$ cat config.mk
export PLATFORM = sky130hd
export DESIGN_NAME = ltc_lane_aligner
export DESIGN_NICKNAME = d
export VERILOG_FILES = /design/src/rtl/ltc_lane_aligner.sv
export SDC_FILE = /design/constraint.sdc
export NUM_CORES = 1
export LEC_CHECK = 0
export CAP_MARGIN = 20
export CORE_ASPECT_RATIO = 0.8
export CORE_MARGIN = 1.5
export CORE_UTILIZATION = 45
export CTS_BUF_LIST = sky130_fd_sc_hd__clkbuf_8
export CTS_CLUSTER_DIAMETER = 200
export DETAILED_ROUTE_END_ITERATION = 16
export DONT_BUFFER_PORTS = 1
export PLACE_DENSITY = 0.7
export SETUP_SLACK_MARGIN = 0.2
export SLEW_MARGIN = 20
export SYNTH_ARGS = -nofsm -noshare
export SYNTH_HDL_FRONTEND = slang
export SYNTH_SLANG_ARGS = --single-unit
$ cat constraint.sdc
create_clock -name clk_in -period 2.6 [get_ports clk_in]
set_input_delay 0.52 -clock clk_in [delete_from_list [all_inputs] [get_ports clk_in]]
set_output_delay 0.52 -clock clk_in [all_outputs]
set_load 0.02 [all_outputs]
$ cat src/rtl/ltc_lane_aligner.sv
// LTC ADC lane aligner: bitslip frame-alignment FSM with lock monitor, plus lane-to-sample reassembly.
// Optional per-channel test-pattern error counters when LTC_LANE_PATTERN_CHECK_EN is defined.
module ltc_lane_aligner #(
  parameter int unsigned     NCH        = 2,
  parameter int unsigned     LANES      = 2,
  parameter int unsigned     SER        = 8,
  parameter logic [SER-1:0]  FR_PATTERN = 8'hF0,
  parameter int unsigned     SETTLE     = 3,
  parameter int unsigned     CONFIRM    = 4,
  parameter int unsigned     LOSS_CNT   = 8
`ifdef LTC_LANE_PATTERN_CHECK_EN
  , parameter logic [LANES*SER-1:0] TEST_PATTERN = 16'hB2E9
`endif
) (
  input  logic                         clk_in,
  input  logic                         rst_in,
  input  logic                         align_start_in,
  input  logic [SER-1:0]               fr_in,
  input  logic [NCH*LANES*SER-1:0]     data_in,
  output logic                         bitslip_out,
  output logic                         aligned_out,
  output logic                         align_err_out,
  output logic [$clog2(SER):0]         slip_cnt_out,
  output logic [NCH*LANES*SER-1:0]     adc_out,
  output logic                         valid_out
`ifdef LTC_LANE_PATTERN_CHECK_EN
  , input  logic                       chk_en_in,
  output logic [NCH*16-1:0]            pat_err_cnt_out
`endif
);

  localparam int unsigned W   = LANES * SER;
  localparam int unsigned SCW = $clog2(SER) + 1;
  localparam int unsigned WCW = $clog2(SETTLE + 1);
  localparam int unsigned MCW = $clog2(CONFIRM + 1);
  localparam int unsigned LCW = $clog2(LOSS_CNT + 1);

  localparam logic [SCW-1:0] SLIP_MAX     = SCW'(SER - 1);
  localparam logic [WCW-1:0] SETTLE_LAST  = WCW'(SETTLE - 1);
  localparam logic [MCW-1:0] CONFIRM_LAST = MCW'(CONFIRM - 1);
  localparam logic [LCW-1:0] LOSS_LAST    = LCW'(LOSS_CNT - 1);

  typedef enum logic [2:0] {
    S_IDLE,
    S_WAIT,
    S_CHECK,
    S_SLIP,
    S_LOCKED,
    S_FAIL
  } state_t;

  state_t         state_q, state_d;
  logic [WCW-1:0] wait_q, wait_d;
  logic [MCW-1:0] match_q, match_d;
  logic [LCW-1:0] miss_q, miss_d;
  logic [SCW-1:0] slip_q, slip_d;
  logic           fr_match;

  assign fr_match = (fr_in == FR_PATTERN);

  always_ff @(posedge clk_in) begin
    if (!rst_in) begin
      state_q <= S_IDLE;
      wait_q  <= '0;
      match_q <= '0;
      miss_q  <= '0;
      slip_q  <= '0;
    end else begin
      state_q <= state_d;
      wait_q  <= wait_d;
      match_q <= match_d;
      miss_q  <= miss_d;
      slip_q  <= slip_d;
    end
  end

  always_comb begin
    state_d       = state_q;
    wait_d        = wait_q;
    match_d       = match_q;
    miss_d        = miss_q;
    slip_d        = slip_q;
    bitslip_out   = (state_q == S_SLIP);
    aligned_out   = (state_q == S_LOCKED);
    align_err_out = (state_q == S_FAIL);
    slip_cnt_out  = slip_q;
    // A start request overrides every state, so a pending slip never stretches.
    if (align_start_in) begin
      state_d = S_WAIT;
      wait_d  = '0;
      match_d = '0;
      miss_d  = '0;
      slip_d  = '0;
    end else begin
      case (state_q)
        S_IDLE: ;
        S_WAIT: begin
          if (wait_q == SETTLE_LAST) begin
            state_d = S_CHECK;
            wait_d  = '0;
            match_d = '0;
          end else begin
            wait_d = wait_q + 1'b1;
          end
        end
        S_CHECK: begin
          if (fr_match) begin
            if (match_q == CONFIRM_LAST) begin
              state_d = S_LOCKED;
              miss_d  = '0;
            end else begin
              match_d = match_q + 1'b1;
            end
          end else begin
            match_d = '0;
            state_d = (slip_q < SLIP_MAX) ? S_SLIP : S_FAIL;
          end
        end
        S_SLIP: begin
          slip_d  = slip_q + 1'b1;
          wait_d  = '0;
          state_d = S_WAIT;
        end
        S_LOCKED: begin
          if (fr_match) begin
            miss_d = '0;
          end else if (miss_q == LOSS_LAST) begin
            state_d = S_WAIT;
            wait_d  = '0;
            miss_d  = '0;
            slip_d  = '0;
          end else begin
            miss_d = miss_q + 1'b1;
          end
        end
        S_FAIL: ;
        default: state_d = S_IDLE;
      endcase
    end
  end

  logic [NCH*W-1:0] data_q, adc_q, adc_d;
  logic             v1_q, valid_q;

  // Lane words are MSB-first in time; lanes interleave bit by bit into the sample.
  always_comb begin
    adc_d = '0;
    for (int unsigned c = 0; c < NCH; c++) begin
      for (int unsigned l = 0; l < LANES; l++) begin
        for (int unsigned j = 0; j < SER; j++) begin
          adc_d[c*W + W-1 - (j*LANES + l)] = data_q[(c*LANES + l)*SER + SER-1 - j];
        end
      end
    end
  end

  always_ff @(posedge clk_in) begin
    if (!rst_in) begin
      data_q  <= '0;
      adc_q   <= '0;
      v1_q    <= 1'b0;
      valid_q <= 1'b0;
    end else begin
      data_q  <= data_in;
      adc_q   <= adc_d;
      v1_q    <= aligned_out;
      valid_q <= v1_q;
    end
  end

  assign adc_out   = adc_q;
  assign valid_out = valid_q;

`ifdef LTC_LANE_PATTERN_CHECK_EN
  logic              chk_en_q;
  logic [NCH*16-1:0] pat_cnt_q, pat_cnt_d;

  always_comb begin
    pat_cnt_d = pat_cnt_q;
    for (int unsigned c = 0; c < NCH; c++) begin
      if (chk_en_in && !chk_en_q) begin
        pat_cnt_d[c*16 +: 16] = '0;
      end else if (chk_en_in && valid_q && (adc_q[c*W +: W] != TEST_PATTERN) &&
                   (pat_cnt_q[c*16 +: 16] != 16'hFFFF)) begin
        pat_cnt_d[c*16 +: 16] = pat_cnt_q[c*16 +: 16] + 16'd1;
      end
    end
  end

  always_ff @(posedge clk_in) begin
    if (!rst_in) begin
      chk_en_q  <= 1'b0;
      pat_cnt_q <= '0;
    end else begin
      chk_en_q  <= chk_en_in;
      pat_cnt_q <= pat_cnt_d;
    end
  end

  assign pat_err_cnt_out = pat_cnt_q;
`endif

endmodule

---- After elaboration in Yosys (flattened, before gate mapping) ----
Index checks and enable logic that the tools add are counted.
storage, ports and cells
  register bits after elaboration ......... 82
  input bits .............................. 43
  output and inout bits ................... 40
  word-level logic and storage cells ...... 75
operators by class
  add/subtract/negate cells ............... 4
  $lt $le $gt $ge ......................... 1
  eq/ne operators ......................... 21
  muxes and demuxes ....................... 24
  bitwise logic cells ..................... 2
  reductions and logical operators ........ 13
operators by type and width
  cell                                                        number
  two-way mux 3 bit                                           9
  two-way mux 4 bit                                           6
  one-hot mux 4 bit (2 select lines)                          2
  one-hot mux 3 bit (5 select lines)                          1
  != test 3 bit, second input constant                        4
  AND reduction 3 bit                                         4
  AND reduction 5 bit                                         2
  equality test 3 x 2 -> 1 bit, second input constant         3
  adder 4 x 1 -> 4 bit, second input constant                 2
  equality test 8 bit, second input constant                  1
  != test 2 bit, second input constant                        4
  equality test 3 bit, second input constant                  2
  two-way mux 2 bit                                           3
  one-hot mux 2 bit (3 select lines)                          1
  one-hot mux 3 bit (2 select lines)                          1
  nonzero test 2 bit                                          3
  equality test 4 x 3 -> 1 bit, second input constant         1
  less-than comparator 4 x 3 -> 1 bit, second input constant  1
  != test 2 x 1 -> 1 bit, second input constant               2
  != test 4 bit, second input constant                        1
  OR reduction 2 bit                                          2
  adder 3 x 1 -> 3 bit, second input constant                 1
  equality test 3 x 1 -> 1 bit, second input constant         1
  logical NOT 3 bit                                           1
  6 further kinds                                             7

---- Logic depth before layout (Yosys ltp) ----
Gate-level depths: netlist (run 1).
  depth after elaboration ................. 5
  gate-level depth with buffers ........... 7
  mapped depth without buffers ............ 7

---- Worst setup path after synthesis (run 1) ----
No wires, ideal clock.
  path type ............................... input -> register
  from .................................... in fr_in[1]
  to ...................................... reg miss_q[3]
  library setup time ...................... 0.116 ns
  arrival ................................. 1.905 ns
  data required time ...................... 2.484 ns
  path slack .............................. 0.580 ns
  stages on the path ...................... 5
  buffers on the path ..................... 0
  path through ............................ or4_4 or2_4 o31ai_4 o31ai_1 a31o_1
on the way
  word-level cells in the longest chain between the ends .. 3
  elaborated cells on any way between the ends .. 5
  classes of those cells .................. eq/ne: 2; mux: 2; reduce/logical: 1
RTL lines
  element                                                                           line  RTL
  start: declaration                                                                18    input logic [SER-1:0] fr_in,
  equality test 8 bit *                                                             59    assign fr_match = (fr_in == FR_PATTERN);
  two-way mux 4 bit / != test 2 bit (equally long branches)                         n/a
  one-hot mux 4 bit (2 select lines) / AND reduction 3 bit (equally long branches)  n/a
  end signal: assignment                                                            72    miss_q <= miss_d;
  end: declaration                                                                  55    logic [LCW-1:0] miss_q, miss_d;
Mark *: on every way between the ends. The rest lies on a longest branch, timed or not.
A chain may end at the register's enable or synchronous reset.

---- Worst setup path in the final report (run 1) ----
  from .................................... reg state_q[2]
  to ...................................... out aligned_out
on the way
  word-level cells in the longest chain between the ends .. 1
RTL lines
  element                   line  RTL
  start: declaration        52    state_t state_q, state_d;
  start signal: assignment  69    state_q <= state_d;
  equality test 3 bit       84    aligned_out = (state_q == S_LOCKED);
  end: declaration          21    output logic aligned_out,
Every way passes these cells.

==> flow_metrics.tcl, run 1 <==
set metrics [dict create \
    outcome "complete, no violations" \
    finalSetupViolCount 0 \
    via_count 1635 \
    hp-class "input pin to register" \
    startpoint_type "register" \
    synth-edff-count 0 \
    cp_data_required_time_ps 2080 \
    pwr-share-clk 0.382 \
    clockBufferDepth 2 \
    synth-compound-area-share 0.0700 \
    grt.total_usage 0.148 \
    p_sw_uw 552 \
    antenna_found_initial 0 \
    synthAdderAreaFrac 0.0187 \
    htreeDepth 3 \
    p_int_uw 1710 \
    initial_core_util 0.480 \
    peakVddDrop_v 0.000383 \
    root_buffer "clkbuf_8" \
    relSlewSlack 0.609 \
    synth_commonest_cells "dfxtp_1 (82), and2_1 (66), a21oi_1 (9), clkbuf_1 (9), nor2_1 (8)" \
    holdCritStartpoint "data_in[12]" \
    ys_types 43 \
    die-area_um2 6430 \
    grt-busiest-layer "met2" \
    num_antenna_cells 0 \
    totalWireLength_mm 4.39 \
    r2r_end "wait_q[0]" \
    skew_ps 8.81 \
    switching_share 0.244 \
    cts.clk_slew.worst_paths_ps 90 \
    synthesis.area_um2 2680 \
    finalHoldViolCount 0 \
    powerDensity_nw_per_um2 768 \
    critical_path.top_delay_family "simple AND/OR/NAND/NOR gates" \
    rsz0062_at_grt "no" \
    port_buffers 0 \
    synth_cells 243 \
    rows 24 \
    nets 292 \
    clk_latency_ps 340 \
    drv_slew 0 \
    antenna_left 0 \
    synthXorXnorAreaFrac 0.00980 \
    coreArea_um2 5590 \
    grt_pass1_wl_mm 7.11 \
    synth-async-reset-ratio 0 \
    cpMaxStageDelayCell "or3b_2" \
    ys_seq_area_frac 0.613 \
    arrival_ps 1660 \
    min_to "data_q[12]" \
    path_cells "or3b_2 -> inv_1" \
    syn_avg_cell_area_um2 11.0 \
    fmax_mhz 459 \
    whs_path_depth 1 \
    r2r-start "state_q[2]" \
    tns_ps 0 \
    grt_max_degree 70 \
    cts_made_buffers 9 \
    worst_pin_slew_ps 586 \
    crit_buf_inv 1 \
    grt_use_met1 0.185 \
    worstRegToRegCells 6 \
    synth_most_common_cell "dfxtp_1" \
    cts_sinks 82 \
    criticalPathCategory "register to primary output" \
    cts_tree "yes" \
    yosys.area_share.simple 0.257 \
    yosysTopAreaCell "dfxtp_1" \
    gp_congestion 0.908 \
    power_frac_seq 0.594 \
    syn_nets 290 \
    post-cts-setup-buffers 0 \
    use_met2 0.221 \
    yosys.area.top_type_share 0.613 \
    die_y_um 72.0 \
    cp_slowest_stage_delay_ps 540 \
    total_power_uw 2260 \
    synth_flop_cell "dfxtp_1" \
    drc 0 \
    yosysWarnings 0 \
    ff2ff_setup_slack_ps 460 \
    use_met3 0.0717 \
    grt_remaining_overflow 0 \
    ctsResizeCount 0 \
    synth_top_family_by_area "simple AND/OR/NAND/NOR gates" \
    detail_route.vias_per_cell 4.98 \
    firstDrtPassIters 4 \
    num_io_pins 83 \
    fin_crit_sh 0.838 \
    min_period_ps 2180 \
    synth.area.top_cells "dfxtp_1 (61%), and2_1 (15%), ha_1 (1.9%)" \
    dpl.hpwl_mm 2.96 \
    grt_pass1_vias 1494 \
    cts.hold.buffers_added 0 \
    drv_cap 0 \
    drive_above_1_share 0.100 \
    pwr-share-comb 0.024 \
    critPathMaxFanout 11 \
    die_w_um 89.3 \
    drt_iter0_drc 50 \
    wire_per_inst_um 13.4 \
    syn_to_final_growth_pct 9.80 \
    p_leak_uw 0.00114 \
    synth_mux_area_frac 0.00794 \
    cp-end-kind "primary output" \
    ys_ff_latch 82 \
]
[per-layer routing]
metal,vias to the layer above,share of wire
met5,-,0
met4,0,0.018
met3,10,0.11
met2,83,0.44
met1,733,0.43
li1,809,-
[flip-flops by register name, summed over array words and instances, names as in the netlist]
register / cells
match_q: 3
v1_q: 1
data_q: 32
state_q: 3
miss_q: 4
valid_out: 1
wait_q: 2
slip_cnt_out: 4
adc_out: 32
[placed cells by master (no fill, tap or decap), types with 2 or more instances in the layout]
cell	count
nand4bb_1	2
inv_1	7
and2_1	66
or3_1	2
clkinvlp_4	3
clkbuf_8	9
nand2_1	4
dfxtp_1	82
o21ai_0	2
nor2b_1	2
nand2b_1	4
xor2_1	2
nor2_1	8
nand3_1	3
a31oi_1	2
inv_8	3
nand4_1	4
o31ai_1	2
a22oi_1	2
nor3_1	4
a21oi_1	9
ha_1	4
[layout make-up]
type	instances	area, µm²
clock buffer	9	124
multi-input combinational	144	973
timing repair buffer	1	7.51
inverter	7	26.3
clock inverter	7	72.6
tap	78	97.6
sequential	82	1640
fill	494	2640
[per-stage QoR]
| stage | utilization | instance area (µm²) | hold WS, ps | setup slack (ps) | std cells |
|---|---|---|---|---|---|
| after CTS | 0.527 | 2940 | 268 | 410 | 328 |
| after floorplan | - | 2680 | 412 | 580 | 243 |
| after global placement | 0.492 | 2750 | 413 | 510 | 312 |
| after global routing | 0.527 | 2940 | 264 | 306 | 328 |
| after detailed placement | 0.492 | 2750 | 417 | 482 | 312 |
| final | 0.527 | 2940 | 293 | 420 | 328 |
[worst reg2reg max path, stage by stage (launching register included)]
cell	delay, ps
dfxtp_1	510
or3b_2	540
inv_1	270
nand3_1	150
nor3_2	200
a211oi_1	90
mux2_2	290
[power groups by stage]
stage / registers, µW / clock network (µW) / logic (µW)
5_1_grt: 1350 / 954 / 60.7
3_3_place_gp: 1370 / 0 / 52.1
3_5_place_dp: 1370 / 0 / 54.4
6_report: 1340 / 864 / 54.0
4_1_cts: 1340 / 907 / 54.8
2_1_floorplan: 1370 / 0 / 55.0
[how the worst max path moves through the flow]
stage,start,endpoint,slack (ps),cells past startpoint
floorplan,fr_in[1],miss_q[3],580,5
global placement,fr_in[1],miss_q[3],510,5
detailed placement,state_q[2],wait_q[0],480,6
CTS,state_q[2],aligned_out,410,2
global route,state_q[2],wait_q[0],310,6
finish,state_q[2],aligned_out,420,2
[cells by family (layout without fill, tap and decap cells)]
kind of cell,after synthesis,count (layout)
and+or+nand+nor,109,109
DFF,82,82
AOI/OAI and AO/OA,26,26
buffers and inverters,17,24
adders and majority gates,4,4
xor gates and xnor gates,3,3
muxes,2,2
(Power assumes the default switching activity.)
==> run 2, diff against run 1 <==
--- a/config.mk
+++ b/config.mk
@@ -13,7 +13,7 @@
 export CTS_CLUSTER_DIAMETER = 200
 export DETAILED_ROUTE_END_ITERATION = 16
 export DONT_BUFFER_PORTS = 1
-export PLACE_DENSITY = 0.7
+export PLACE_DENSITY = 0.72
 export SETUP_SLACK_MARGIN = 0.2
 export SLEW_MARGIN = 20
 export SYNTH_ARGS = -nofsm -noshare
==> constraint.sdc (replaced) <==
create_clock -name clk_in -period 1.87 [get_ports clk_in]
set_input_delay 0.374 -clock clk_in [delete_from_list [all_inputs] [get_ports clk_in]]
set_output_delay 0.374 -clock clk_in [all_outputs]
set_load 0.02 [all_outputs]
==> flow_metrics.tcl, run 2 (synthesis gave the netlist of run 1 again) <==
set metrics [dict create \
    p_leak_uw 0.00124 \
    pwr-share-comb 0.026 \
    clockBufferDepth 2 \
    drv_slew 0 \
    wire_per_inst_um 14.2 \
    critPathMaxFanout 4 \
    nets 308 \
    fin_crit_sh 0.901 \
    grt_max_degree 70 \
    power_frac_seq 0.552 \
    final_common_cell "dfxtp_1" \
    n_fill_cell 479 \
    finalHoldViolCount 0 \
    finalSetupViolCount 0 \
    grt_pass1_vias 1582 \
    hp-class "input pin to register" \
    min_period_ps 1690 \
    root_buffer "clkbuf_8" \
    via_count 1739 \
    drt_iter0_drc 45 \
    cts_tree "yes" \
    startpoint_type "register" \
    firstDrtPassIters 4 \
    totalWireLength_mm 4.88 \
    holdWs_ps 143 \
    gp_congestion 0.843 \
    clk_latency_ps 350 \
    outcome "complete, no violations" \
    num_io_pins 83 \
    tns_ps 0 \
    pwr-share-clk 0.423 \
    cts_sinks 82 \
    num_antenna_cells 0 \
    rsz0062_at_grt "yes" \
    die_w_um 89.3 \
    cts_made_buffers 9 \
    die_y_um 72.0 \
    relSlewSlack 0.778 \
    cts.clk_slew.worst_paths_ps 90 \
    powerDensity_nw_per_um2 1040 \
    dpl.hpwl_mm 3.23 \
    arrival_ps 1930 \
    die-area_um2 6430 \
    antenna_found_initial 0 \
    cp-end-kind "register" \
    drv_cap 0 \
    cp_data_required_time_ps 2110 \
    port_buffers 0 \
    peakVddDrop_v 0.000546 \
    fmax_mhz 593 \
    worst_pin_slew_ps 329 \
    grt_pass1_wl_mm 7.46 \
    rows 24 \
    drc 0 \
    p_int_uw 2630 \
    syn_to_final_growth_pct 21.8 \
    skew_ps 8.88 \
    switching_share 0.221 \
    antenna_left 0 \
    detail_route.vias_per_cell 5.06 \
    htreeDepth 3 \
    grt.total_usage 0.157 \
    cts.hold.buffers_added 0 \
    p_sw_uw 747 \
    coreArea_um2 5590 \
    grt_remaining_overflow 0 \
    final_cell_mix "dfxtp_1 (76), and2_1 (66), buf_4 (15)" \
    initial_core_util 0.480 \
    drive_above_1_share 0.241 \
    criticalPathCategory "register to register" \
]
==> run 2: changes by cell type in the layout (fill, tap and decap cells not counted), sizes merged <==
cell | previous run | this run
inv | 10 | 11
bufinv | 0 | 2
buf | 1 | 17
clkinv | 1 | 0
clkinvlp | 3 | 1
==> run 2: power groups by stage <==
stage / Sequential [µW] / Combinational [µW] / Clock (µW)
6_report: 1860 / 87.0 / 1430
5_1_grt: 1870 / 97.4 / 1550
4_1_cts: 1870 / 79.5 / 1480
3_5_place_dp: 1910 / 78.1 / 0
3_3_place_gp: 1910 / 75.0 / 0
2_1_floorplan: 1900 / 76.5 / 0
==> run 2: through the flow <==
step	util	power [µW]	setup slack, ps	area (µm²)	cells
3_5_place_dp	0.507	1990	0.0332	2830	323
6_report	0.584	3380	184	3260	344
4_1_cts	0.552	3430	198	3080	339
3_3_place_gp	0.507	1980	39.3	2830	323
5_1_grt	0.584	3520	127	3260	344
2_1_floorplan	-	1980	24.0	2690	243
==> run 2: what timing repair did <==
action	in CTS	in global routing
resized for setup	7	32
buffers inserted	0	5
endpoints found under the hold margin	0	0
setup endpoints to repair	3	12
pin swaps	0	10
==> run 2: critical path: stages, from the launching register on <==
cell,delay (ps)
dfxtp_4,370
ha_4,150
nand4_1,120
o31a_1,350
or4_1,470
o311a_1,130
==> run 2: layout make-up <==
cell class,instances,area (µm²),share of cell area
well taps,78,97.6,0.0299
repair buffers,17,135,0.0414
multi-input cells,144,1110,0.340
inverters,7,36.3,0.0111
flip-flops and latches,82,1660,0.507
clock inverters,7,105,0.0322
clock buffers,9,124,0.0379
==> run 2: routing by layer <==
metal | up-vias | track usage | part of all wire
met2 | 69 | 0.236 | 0.47
li1 | 848 | - | -
met5 | - | 0 | 0
met1 | 815 | 0.184 | 0.43
met3 | 7 | 0.0830 | 0.086
met4 | 0 | 0.0752 | 0.013
==> run 2: final timing paths <==
check / cells after the start / from / slack, ps / to
max reg2reg: 5 / miss_q[1] / 180 / state_q[0]
min: 1 / data_in[13] / 140 / data_q[13]
max: 5 / miss_q[1] / 180 / state_q[0]
min reg2reg: 1 / data_q[26] / 430 / adc_out[20]
==> run 3, diff against run 2 <==
--- a/config.mk
+++ b/config.mk
@@ -13,6 +13,7 @@
 export CTS_CLUSTER_DIAMETER = 200
 export DETAILED_ROUTE_END_ITERATION = 16
 export DONT_BUFFER_PORTS = 1
+export GPL_TIMING_DRIVEN = 0
 export PLACE_DENSITY = 0.72
 export SETUP_SLACK_MARGIN = 0.2
 export SLEW_MARGIN = 20
==> flow_metrics.tcl, run 3 (synthesis gave the netlist of run 1 again) <==
set metrics [dict create \
    grt-busiest-layer "met2" \
    path_cells "ha_1 -> ha_4 -> nand4bb_4 -> o31ai_4 -> nand4_1 -> a31o_1" \
    use_met3 0.106 \
    final_cell_mix "dfxtp_1 (77), and2_1 (66), buf_4 (11)" \
    dpl.hpwl_mm 3.58 \
    clk_latency_ps 340 \
    use_met2 0.277 \
    clockBufferDepth 2 \
    cp_slowest_stage_delay_ps 340 \
    crit_buf_inv 0 \
    outcome "complete, no violations" \
    grt.total_usage 0.175 \
    startpoint_type "register" \
    rows 24 \
    final_common_cell "dfxtp_1" \
    drive_above_1_share 0.204 \
    hp-class "input pin to register" \
    antenna_left 0 \
    skew_ps 5.71 \
    root_buffer "clkbuf_8" \
    dpl-instance-area_um2 2780 \
    drv_slew 0 \
    grt_remaining_overflow 0 \
    total_power_uw 3190 \
    cts.clk_slew.worst_paths_ps 90 \
    die_y_um 72.0 \
    port_buffers 0 \
    critical_path.top_delay_family "compound AO/OA/AOI/OAI gates" \
    die_w_um 89.3 \
    peakVddDrop_v 0.000544 \
    drv_cap 0 \
    cts_made_buffers 9 \
    syn_to_final_growth_pct 19.0 \
    criticalPathCategory "register to register" \
    finalHoldViolCount 0 \
    fmax_mhz 585 \
    critPathMaxFanout 5 \
    finalSetupViolCount 0 \
    worst_pin_slew_ps 515 \
    rsz0062_at_grt "yes" \
    cts.hold.buffers_added 0 \
    antenna_found_initial 1 \
    cts_tree "yes" \
    grt_pass1_vias 1690 \
    htreeDepth 3 \
    fin_crit_sh 0.913 \
    p_leak_uw 0.00122 \
    cpMaxStageDelayCell "dfxtp_1" \
    grt_use_met1 0.199 \
    final_area_um2 3190 \
    min_period_ps 1710 \
    detail_route.vias_per_cell 5.01 \
    totalWireLength_mm 5.29 \
    firstDrtPassIters 4 \
    die-area_um2 6430 \
    dp_slack_ps -141 \
    drc 0 \
    coreArea_um2 5590 \
    num_io_pins 83 \
    wire_per_inst_um 15.2 \
    cp_data_required_time_ps 2120 \
    arrival_ps 1950 \
    gp_congestion 0.838 \
    drt_iter0_drc 50 \
    initial_core_util 0.480 \
    grt_max_degree 18 \
    worst_slack_ps 162 \
    relSlewSlack 0.656 \
    grt_pass1_wl_mm 8.21 \
    cts_sinks 82 \
    cp-end-kind "register" \
    via_count 1749 \
    nets 312 \
    powerDensity_nw_per_um2 1000 \
]
-- run 3: area by class of cell --
type / count / area (µm²)
antenna: 1 / 2.50
buffer: 10 / 58.8
clock buffer: 9 / 124
clock inverter: 7 / 71.3
fill: 453 / 2400
inverter: 7 / 33.8
multi-input combinational: 144 / 1060
sequential: 82 / 1650
tap: 78 / 97.6
timing repair buffer: 11 / 82.6
-- run 3: per-stage QoR --
step           utilization  instances  TNS [ps]  hold slack, ps
2_1_floorplan            -        243         0             412
3_3_place_gp         0.498        321      -199             414
3_5_place_dp         0.498        321      -461             418
4_1_cts              0.562        346         0             127
5_1_grt              0.571        349         0             110
6_report             0.571        349         0             145
-- run 3: path summary, 6_finish.rpt --
| check | startpoint | to | slack, ps | cells after the start |
|---|---|---|---|---|
| setup / recovery | match_q[1] | miss_q[3] | 160 | 6 |
| hold / removal | data_in[13] | data_q[13] | 150 | 1 |
| setup reg to reg | match_q[1] | miss_q[3] | 160 | 6 |
| hold reg to reg | data_q[30] | adc_out[28] | 430 | 1 |
-- run 3: what timing repair did --
item                                    CTS  global route
endpoints found under the setup margin   14            12
buffers inserted                          9             2
pin swaps                                 3             5
gates resized for setup                  25             8
-- run 3: report_power, final --
part / switching [µW] / internal (µW) / total, µW / leakage (µW)
sequential: 55.2 / 1810 / 1860 / 0.000678
combinational: 56.1 / 53.6 / 110 / 0.000445
clock: 696 / 520 / 1220 / 0.0000931
-- run 3: metal layers --
metal,wire (µm),share of wire,vias up
met2,2480,0.47,82
met5,0,0,-
met1,2260,0.43,807
met3,524,0.099,2
li1,-,-,858
met4,30,0.0057,0
